==> src/rtl/mbus_ahb_master.sv <==
// MBUS node to AHB-Lite master bridge: one single-beat word transfer per node message.
// Optional read path with reply handshake is compiled in when MBUS_AHB_READ_EN is defined.
module mbus_ahb_master #(
    parameter logic [31:0] BASE_ADDR = 32'hA000_0000
) (
    input  logic        HCLK,
    input  logic        HRESETn,
    // AHB-Lite master
    output logic [31:0] HADDR,
    output logic [1:0]  HTRANS,
    output logic        HWRITE,
    output logic [2:0]  HSIZE,
    output logic [2:0]  HBURST,
    output logic [3:0]  HPROT,
    output logic        HMASTLOCK,
    output logic [31:0] HWDATA,
    input  logic        HREADY,
    input  logic        HRESP,
    input  logic [31:0] HRDATA,
    // node RX side
    input  logic        REQ_RX,
    input  logic [7:0]  ADDR_IN,
    input  logic [31:0] DATA_IN,
    output logic        ACK_RX,
    // node TX side
    output logic        REQ_TX,
    output logic [7:0]  ADDR_OUT,
    output logic [31:0] DATA_OUT,
    input  logic        ACK_TX,
    output logic        ERR_INT
);

    localparam logic [2:0] ST_IDLE = 3'd0;
    localparam logic [2:0] ST_ADDR = 3'd1;
    localparam logic [2:0] ST_DATA = 3'd2;
`ifdef MBUS_AHB_READ_EN
    localparam logic [2:0] ST_TX   = 3'd3;
`endif
    localparam logic [2:0] ST_ACK  = 3'd4;

    localparam logic [1:0] TRANS_IDLE   = 2'b00;
    localparam logic [1:0] TRANS_NONSEQ = 2'b10;

    logic [2:0]  state;
    logic [31:0] msg_data;
    logic [31:0] wr_addr;

    assign HSIZE     = 3'b010;
    assign HBURST    = 3'b000;
    assign HPROT     = 4'b0011;
    assign HMASTLOCK = 1'b0;

    // Node address selects a word offset from the base; any carry out of bit 31 is dropped.
    assign wr_addr = BASE_ADDR + {23'd0, ADDR_IN[6:0], 2'b00};

`ifdef MBUS_AHB_READ_EN
    logic [7:0] msg_addr;
`else
    assign REQ_TX   = 1'b0;
    assign ADDR_OUT = 8'd0;
    assign DATA_OUT = 32'd0;
    wire unused_rd = &{1'b0, ACK_TX, HRDATA};
`endif

    // NOTE: non-blocking assignments throughout so every register samples pre-edge values;
    // the reset branch clears the latched message too, since a reset abandons it.
    always_ff @(posedge HCLK) begin
        if (!HRESETn) begin
            state    <= ST_IDLE;
            HADDR    <= 32'd0;
            HTRANS   <= TRANS_IDLE;
            HWRITE   <= 1'b0;
            HWDATA   <= 32'd0;
            ACK_RX   <= 1'b0;
            ERR_INT  <= 1'b0;
            msg_data <= 32'd0;
`ifdef MBUS_AHB_READ_EN
            msg_addr <= 8'd0;
            REQ_TX   <= 1'b0;
            ADDR_OUT <= 8'd0;
            DATA_OUT <= 32'd0;
`endif
        end else begin
            ERR_INT <= 1'b0;
            case (state)
                ST_IDLE: begin
                    if (REQ_RX && !ACK_RX) begin
                        msg_data <= DATA_IN;
`ifdef MBUS_AHB_READ_EN
                        msg_addr <= ADDR_IN;
                        state    <= ST_ADDR;
                        HTRANS   <= TRANS_NONSEQ;
                        if (ADDR_IN[7]) begin
                            HADDR  <= {DATA_IN[31:2], 2'b00};
                            HWRITE <= 1'b0;
                        end else begin
                            HADDR  <= wr_addr;
                            HWRITE <= 1'b1;
                        end
`else
                        if (ADDR_IN[7]) begin
                            // Reads are unsupported in this build: acknowledge without a bus cycle.
                            state  <= ST_ACK;
                            ACK_RX <= 1'b1;
                        end else begin
                            state  <= ST_ADDR;
                            HTRANS <= TRANS_NONSEQ;
                            HADDR  <= wr_addr;
                            HWRITE <= 1'b1;
                        end
`endif
                    end
                end

                ST_ADDR: begin
                    if (HREADY) begin
                        state  <= ST_DATA;
                        HTRANS <= TRANS_IDLE;
                        if (HWRITE) HWDATA <= msg_data;
                    end
                end

                ST_DATA: begin
                    if (HREADY) begin
                        if (HRESP) ERR_INT <= 1'b1;
`ifdef MBUS_AHB_READ_EN
                        if (!HWRITE) begin
                            state    <= ST_TX;
                            REQ_TX   <= 1'b1;
                            ADDR_OUT <= msg_addr;
                            DATA_OUT <= HRESP ? 32'hFFFF_FFFF : HRDATA;
                        end else begin
                            state  <= ST_ACK;
                            ACK_RX <= 1'b1;
                        end
`else
                        state  <= ST_ACK;
                        ACK_RX <= 1'b1;
`endif
                    end
                end

`ifdef MBUS_AHB_READ_EN
                ST_TX: begin
                    if (ACK_TX) begin
                        REQ_TX <= 1'b0;
                        state  <= ST_ACK;
                        ACK_RX <= 1'b1;
                    end
                end
`endif

                ST_ACK: begin
                    // Four-phase: REQ_RX held high here belongs to the message just acknowledged.
                    if (!REQ_RX) begin
                        ACK_RX <= 1'b0;
                        state  <= ST_IDLE;
                    end
                end

                default: state <= ST_IDLE;
            endcase
        end
    end

endmodule
==> config.mk <==
export PLATFORM = sky130hd
export DESIGN_NAME = mbus_ahb_master
export DESIGN_NICKNAME = d
export VERILOG_FILES = /design/src/rtl/mbus_ahb_master.sv
export SDC_FILE = /design/constraint.sdc
export NUM_CORES = 1
export LEC_CHECK = 0
export CAP_MARGIN = 20
export CORE_MARGIN = 3
export CORE_UTILIZATION = 35
export DETAILED_ROUTE_END_ITERATION = 8
export PLACE_DENSITY = 0.76
export SKIP_CTS_REPAIR_TIMING = 1
export SYNTH_ARGS = -nofsm -noshare
export SYNTH_HDL_FRONTEND = slang
export SYNTH_SLANG_ARGS = --single-unit
==> constraint.sdc <==
create_clock -name HCLK -period 1.5 [get_ports HCLK]
set_input_delay 0.375 -clock HCLK [delete_from_list [all_inputs] [get_ports HCLK]]
set_output_delay 0.375 -clock HCLK [all_outputs]
set_load 0.1 [all_outputs]
* Word level (Yosys, flattened, before mapping) *
Index checks and enable logic that the tools add are counted.

word-level totals
  bits in registers = 104
  output and inout port bits = 121

cells by class
  add/sub/neg operators = 1
  equality and inequality tests = 9
  multiplexer cells = 16
  bitwise gates (word level) = 1
  reduce and logical (&&, ||, !) cells = 12

operators with widths
  cell                     number
  $add A32 B9 Y32 const A  1
  $mux W3                  5
  $ne A2 B2 Y1 const B     6
  $pmux W3 S4              1
  $reduce_and A3 Y1        3
  $reduce_and A4 Y1        2
  $mux W2                  3
  $mux W1                  5
  $reduce_and A5 Y1        1
  $pmux W2 S2              1
  $eq A3 B1 Y1 const B     1
  $eq A3 B2 Y1 const B     1
  $eq A3 B3 Y1 const B     1
  $logic_not A3 Y1         1
  $pmux W1 S3              1
  $reduce_bool A3 Y1       1
  $reduce_and A2 Y1        1
  $reduce_bool A2 Y1       1
  $logic_and A1 B1 Y1      1
  $logic_not A1 Y1         1
  $not A1 Y1               1

* Depth between registers and ports, before layout *
  depth in word-level cells = 4
  gate-level depth with buffers = 5

* Least setup slack after synthesis *
Ideal clock, no wire load.

  kind = reg2reg
  start point = reg ACK_RX
  end point = reg msg_data[10]
  setup time = 70 ps
  arrival = 1,909 ps
  slack = -480 ps
  cell stages (with the launch flop) = 6
  clock period less this slack = 1,980 ps
  cell sequence = dfxtp_1 -> or2_2 -> clkbuf_1 -> clkbuf_1 -> o21ai_0 -> a21oi_1

between the ends
  word-level cells in the longest chain between the ends = 3

ends and longest elaborated chain
  element                      line  source
  start: declaration           24    output logic ACK_RX,
  start signal: assignment     74    ACK_RX <= 1'b0;
  start signal: assignment     104   ACK_RX <= 1'b1;
  start signal: assignment     138   ACK_RX <= 1'b1;
  $logic_not A1 Y1             87    if (REQ_RX && !ACK_RX) begin
  $logic_and A1 B1 Y1          87
  $reduce_and A2 Y1 (no line)  -
  end signal: assignment       76    msg_data <= 32'd0;
  end signal: assignment       88    msg_data <= DATA_IN;
  end: declaration             45    logic [31:0] msg_data;

Every way passes these cells.
A chain may end at the register's enable or synchronous reset.

==> reports/results.tsv <==
stage	metric	value	unit
outcome	run_status	finished clean	
sta	post-route-worst-setup-slack	0.0396	ns
sta	timing.final.setup_violations	0	
power_and_ir_drop	max-vdd-ir-drop	0.000777	V
min_path	launch_point_of_the_worst_hold_path	HREADY	
cells_and_area	most_common_cell_after_layout_fill_and_taps_aside	conb_1	
grt	grt_max_degree	45	
yosys	ys.flop_type	dfxtp_1	
min_path	timing.hold.worst_path_depth	3	
cells_and_area	area_growth	43.9	%
grt	grt_pass1_vias	3084	
yosys	yosysUniqueCellTypes	33	
clocking	cts_max_level	3	
yosys	post_synth_inst_count	453	
setup_path	beginning_of_the_worst_register_to_register_path	state[2]	
setup_path	r2r_cells	6	
clocking	clock-root-buffer	clkbuf_8	
yosys	synthArstFlopShare	0	
sta	hold_viol_final	0	
yosys	synth_seq_area_share	0.424	
detailed_routing	route.detailed.wl_per_inst	14.2	µm
setup_path	timing.critical_path.to_type	output pin	
detailed_routing	mean_number_of_vias_per_cell	4.81	
cells_and_area	final_cells	678	
cells_and_area	highest_count_cells_in_the_layout_ignoring_fill_and_taps	76 x conb_1, 74 x dfxtp_1, 66 x a21oi_1	
clocking	cts_buffer_depth	2	
cells_and_area	multi_input_area	1680	µm²
clocking	clock_sink_count	78	
sta	maxClockFrequency	685	MHz
setup_path	timing.critical_path.arrival	1.09	ns
yosys	synth_enable_flop_cells	0	
cells_and_area	antenna-diode-count	0	
detailed_routing	detail-route-antenna-nets	0	
cells_and_area	layout.filler_cells	942	
setup_path	startpoint	HADDR[29]	
sta	final.period_utilization	0.974	
placed_design	port_buffer_cells	89	
setup_path	critPathMaxFanout	13	
yosys	yosysWarnings	0	
detailed_routing	vias	3259	
grt	globalRoute.totalOverflow	0	
detailed_routing	detail_route.wirelength	9620	µm
floorplan	ios	199	
detailed_routing	drc	0	
placed_design	hpwl	6770	µm
floorplan	initial_util	0.368	
cells_and_area	nNetsFinal	618	
power_and_ir_drop	power-per-cell-area	1490	nW/µm²
clocking	cts_made_buffers	9	
placed_design	dp_slack	-0.480	ns
sta	final_max_slew_viol_count	0	
cells_and_area	utilization	0.530	
clocking	worst_setup_hold_path_clk_slew	0.09	ns
min_path	min_delay_worst_endpoint	ERR_INT	
yosys	ys_seq_elements	78	
grt	grt_util_all_layers	0.159	
cells_and_area	ff_latch_area	1570	µm²
placed_design	place_inst	657	
floorplan	dieArea	11800	µm²
power_and_ir_drop	power_leakage	2.01	nW
sta	skew	0.0147	ns
grt	grt_first_pass_wirelength	14900	µm
setup_path	timing.critical_path.required	1.12	ns
clocking	tritoncts	done	
floorplan	die_h	109	µm
setup_path	reg2reg_to	HWDATA[8]	
grt	grt_antenna_before_repair	0	
clocking	insertion_delay	0.36	ns
yosys	post_synth_design_cell_area	3680	µm²
run	cap_violations	0	
floorplan	row_count	36	
sta	final_period_minus_worst_setup_slack	1.46	ns
setup_path	worst-setup-path-type	flip-flop to output pin	
min_path	min_path_type	input pin to flip-flop	
yosys	syn_area_per_cell	8.13	µm²
cells_and_area	share_of_post_route_cells_with_drive_strength_above_1	0.194	
floorplan	coreArea	10000	µm²
setup_path	timing.critical_path.from_type	flip-flop	
placed_design	gp_congestion	0.846	
detailed_routing	drtPass1Iterations	6	
detailed_routing	drtIter0Drc	168	
setup_path	setup.reg_to_reg.worst_slack	0.05	ns
floorplan	die_width	109	µm
-- registers in the layout (all words and copies together) (netlist names) --
name	cells
HWDATA	32
state	3
ACK_RX	1
ERR_INT	1
msg_data	32
HADDR	8
HTRANS	1
-- worst max path at each step --
stage / end / slack, ns
2_1_floorplan: HADDR[2] / -0.02
3_3_place_gp: state[1] / -0.43
3_5_place_dp: HADDR[3] / -0.48
4_1_cts: state[1] / -0.11
5_1_grt: HWDATA[27] / -0.04
6_report: HADDR[31] / 0.04
-- cells in the mapped netlist (2+ instances only) --
cell	number	area [µm²]
nand3_1	64	320
buf_2	3	15.0
conb_1	2	7.51
o21ai_0	66	330
dfxtp_1	78	1560
clkbuf_1	36	135
buf_4	78	586
nor2_1	3	11.3
mux2i_1	7	70.1
nand2_1	17	63.8
o211ai_1	2	15.0
a211oi_1	3	22.5
inv_1	6	22.5
and2_1	2	12.5
a21oi_1	66	330
o21a_1	3	22.5
-- area by class of cell --
class | count | share of cell area
sequential | 78 | 0.297
timing repair buffer | 120 | 0.315
multi-input combinational | 325 | 0.317
clock buffer | 9 | 0.0234
clock inverter | 7 | 0.0109
inverter | 6 | 0.00496
tap | 133 | 0.0314
-- critical path: stages, from the launching register on --
cell	delay, ns
dfxtp_4	0.38
buf_8	0.16
buf_12	0.18
-- routing by layer --
layer	routed length [µm]	global-route usage
met2	4820	0.274
met4	145	0.0496
met3	805	0.0430
met5	0	0
met1	3850	0.194
-- cells by family after synthesis --
group,synth area share
AO/OA/AOI/OAI,0.209
buffers and inverters,0.207
AND/OR/NAND/NOR,0.138
flip-flops,0.424
multiplexers,0.0190
other,0.00204
-- metrics by stage --
step                TNS, ns  area (µm²)  power, mW  hold slack (ns)
floorplan            -0.158        3980       5.35            0.440
global placement     -28.96        5020       6.21            0.445
detailed placement   -31.63        5020       6.29            0.459
CTS                   -2.57        5200       7.76            0.470
global route         -0.127        5300       8.29            0.384
finish                    0        5300       7.88            0.390
-- power breakdown --
| group | internal [mW] | leakage, nW | switching, mW |
|---|---|---|---|
| registers | 2.40 | 0.636 | 0.225 |
| clock network | 0.623 | 0.0881 | 0.847 |
| logic | 1.18 | 1.29 | 2.61 |
Note: power is estimated with default switching activity, not from simulation.
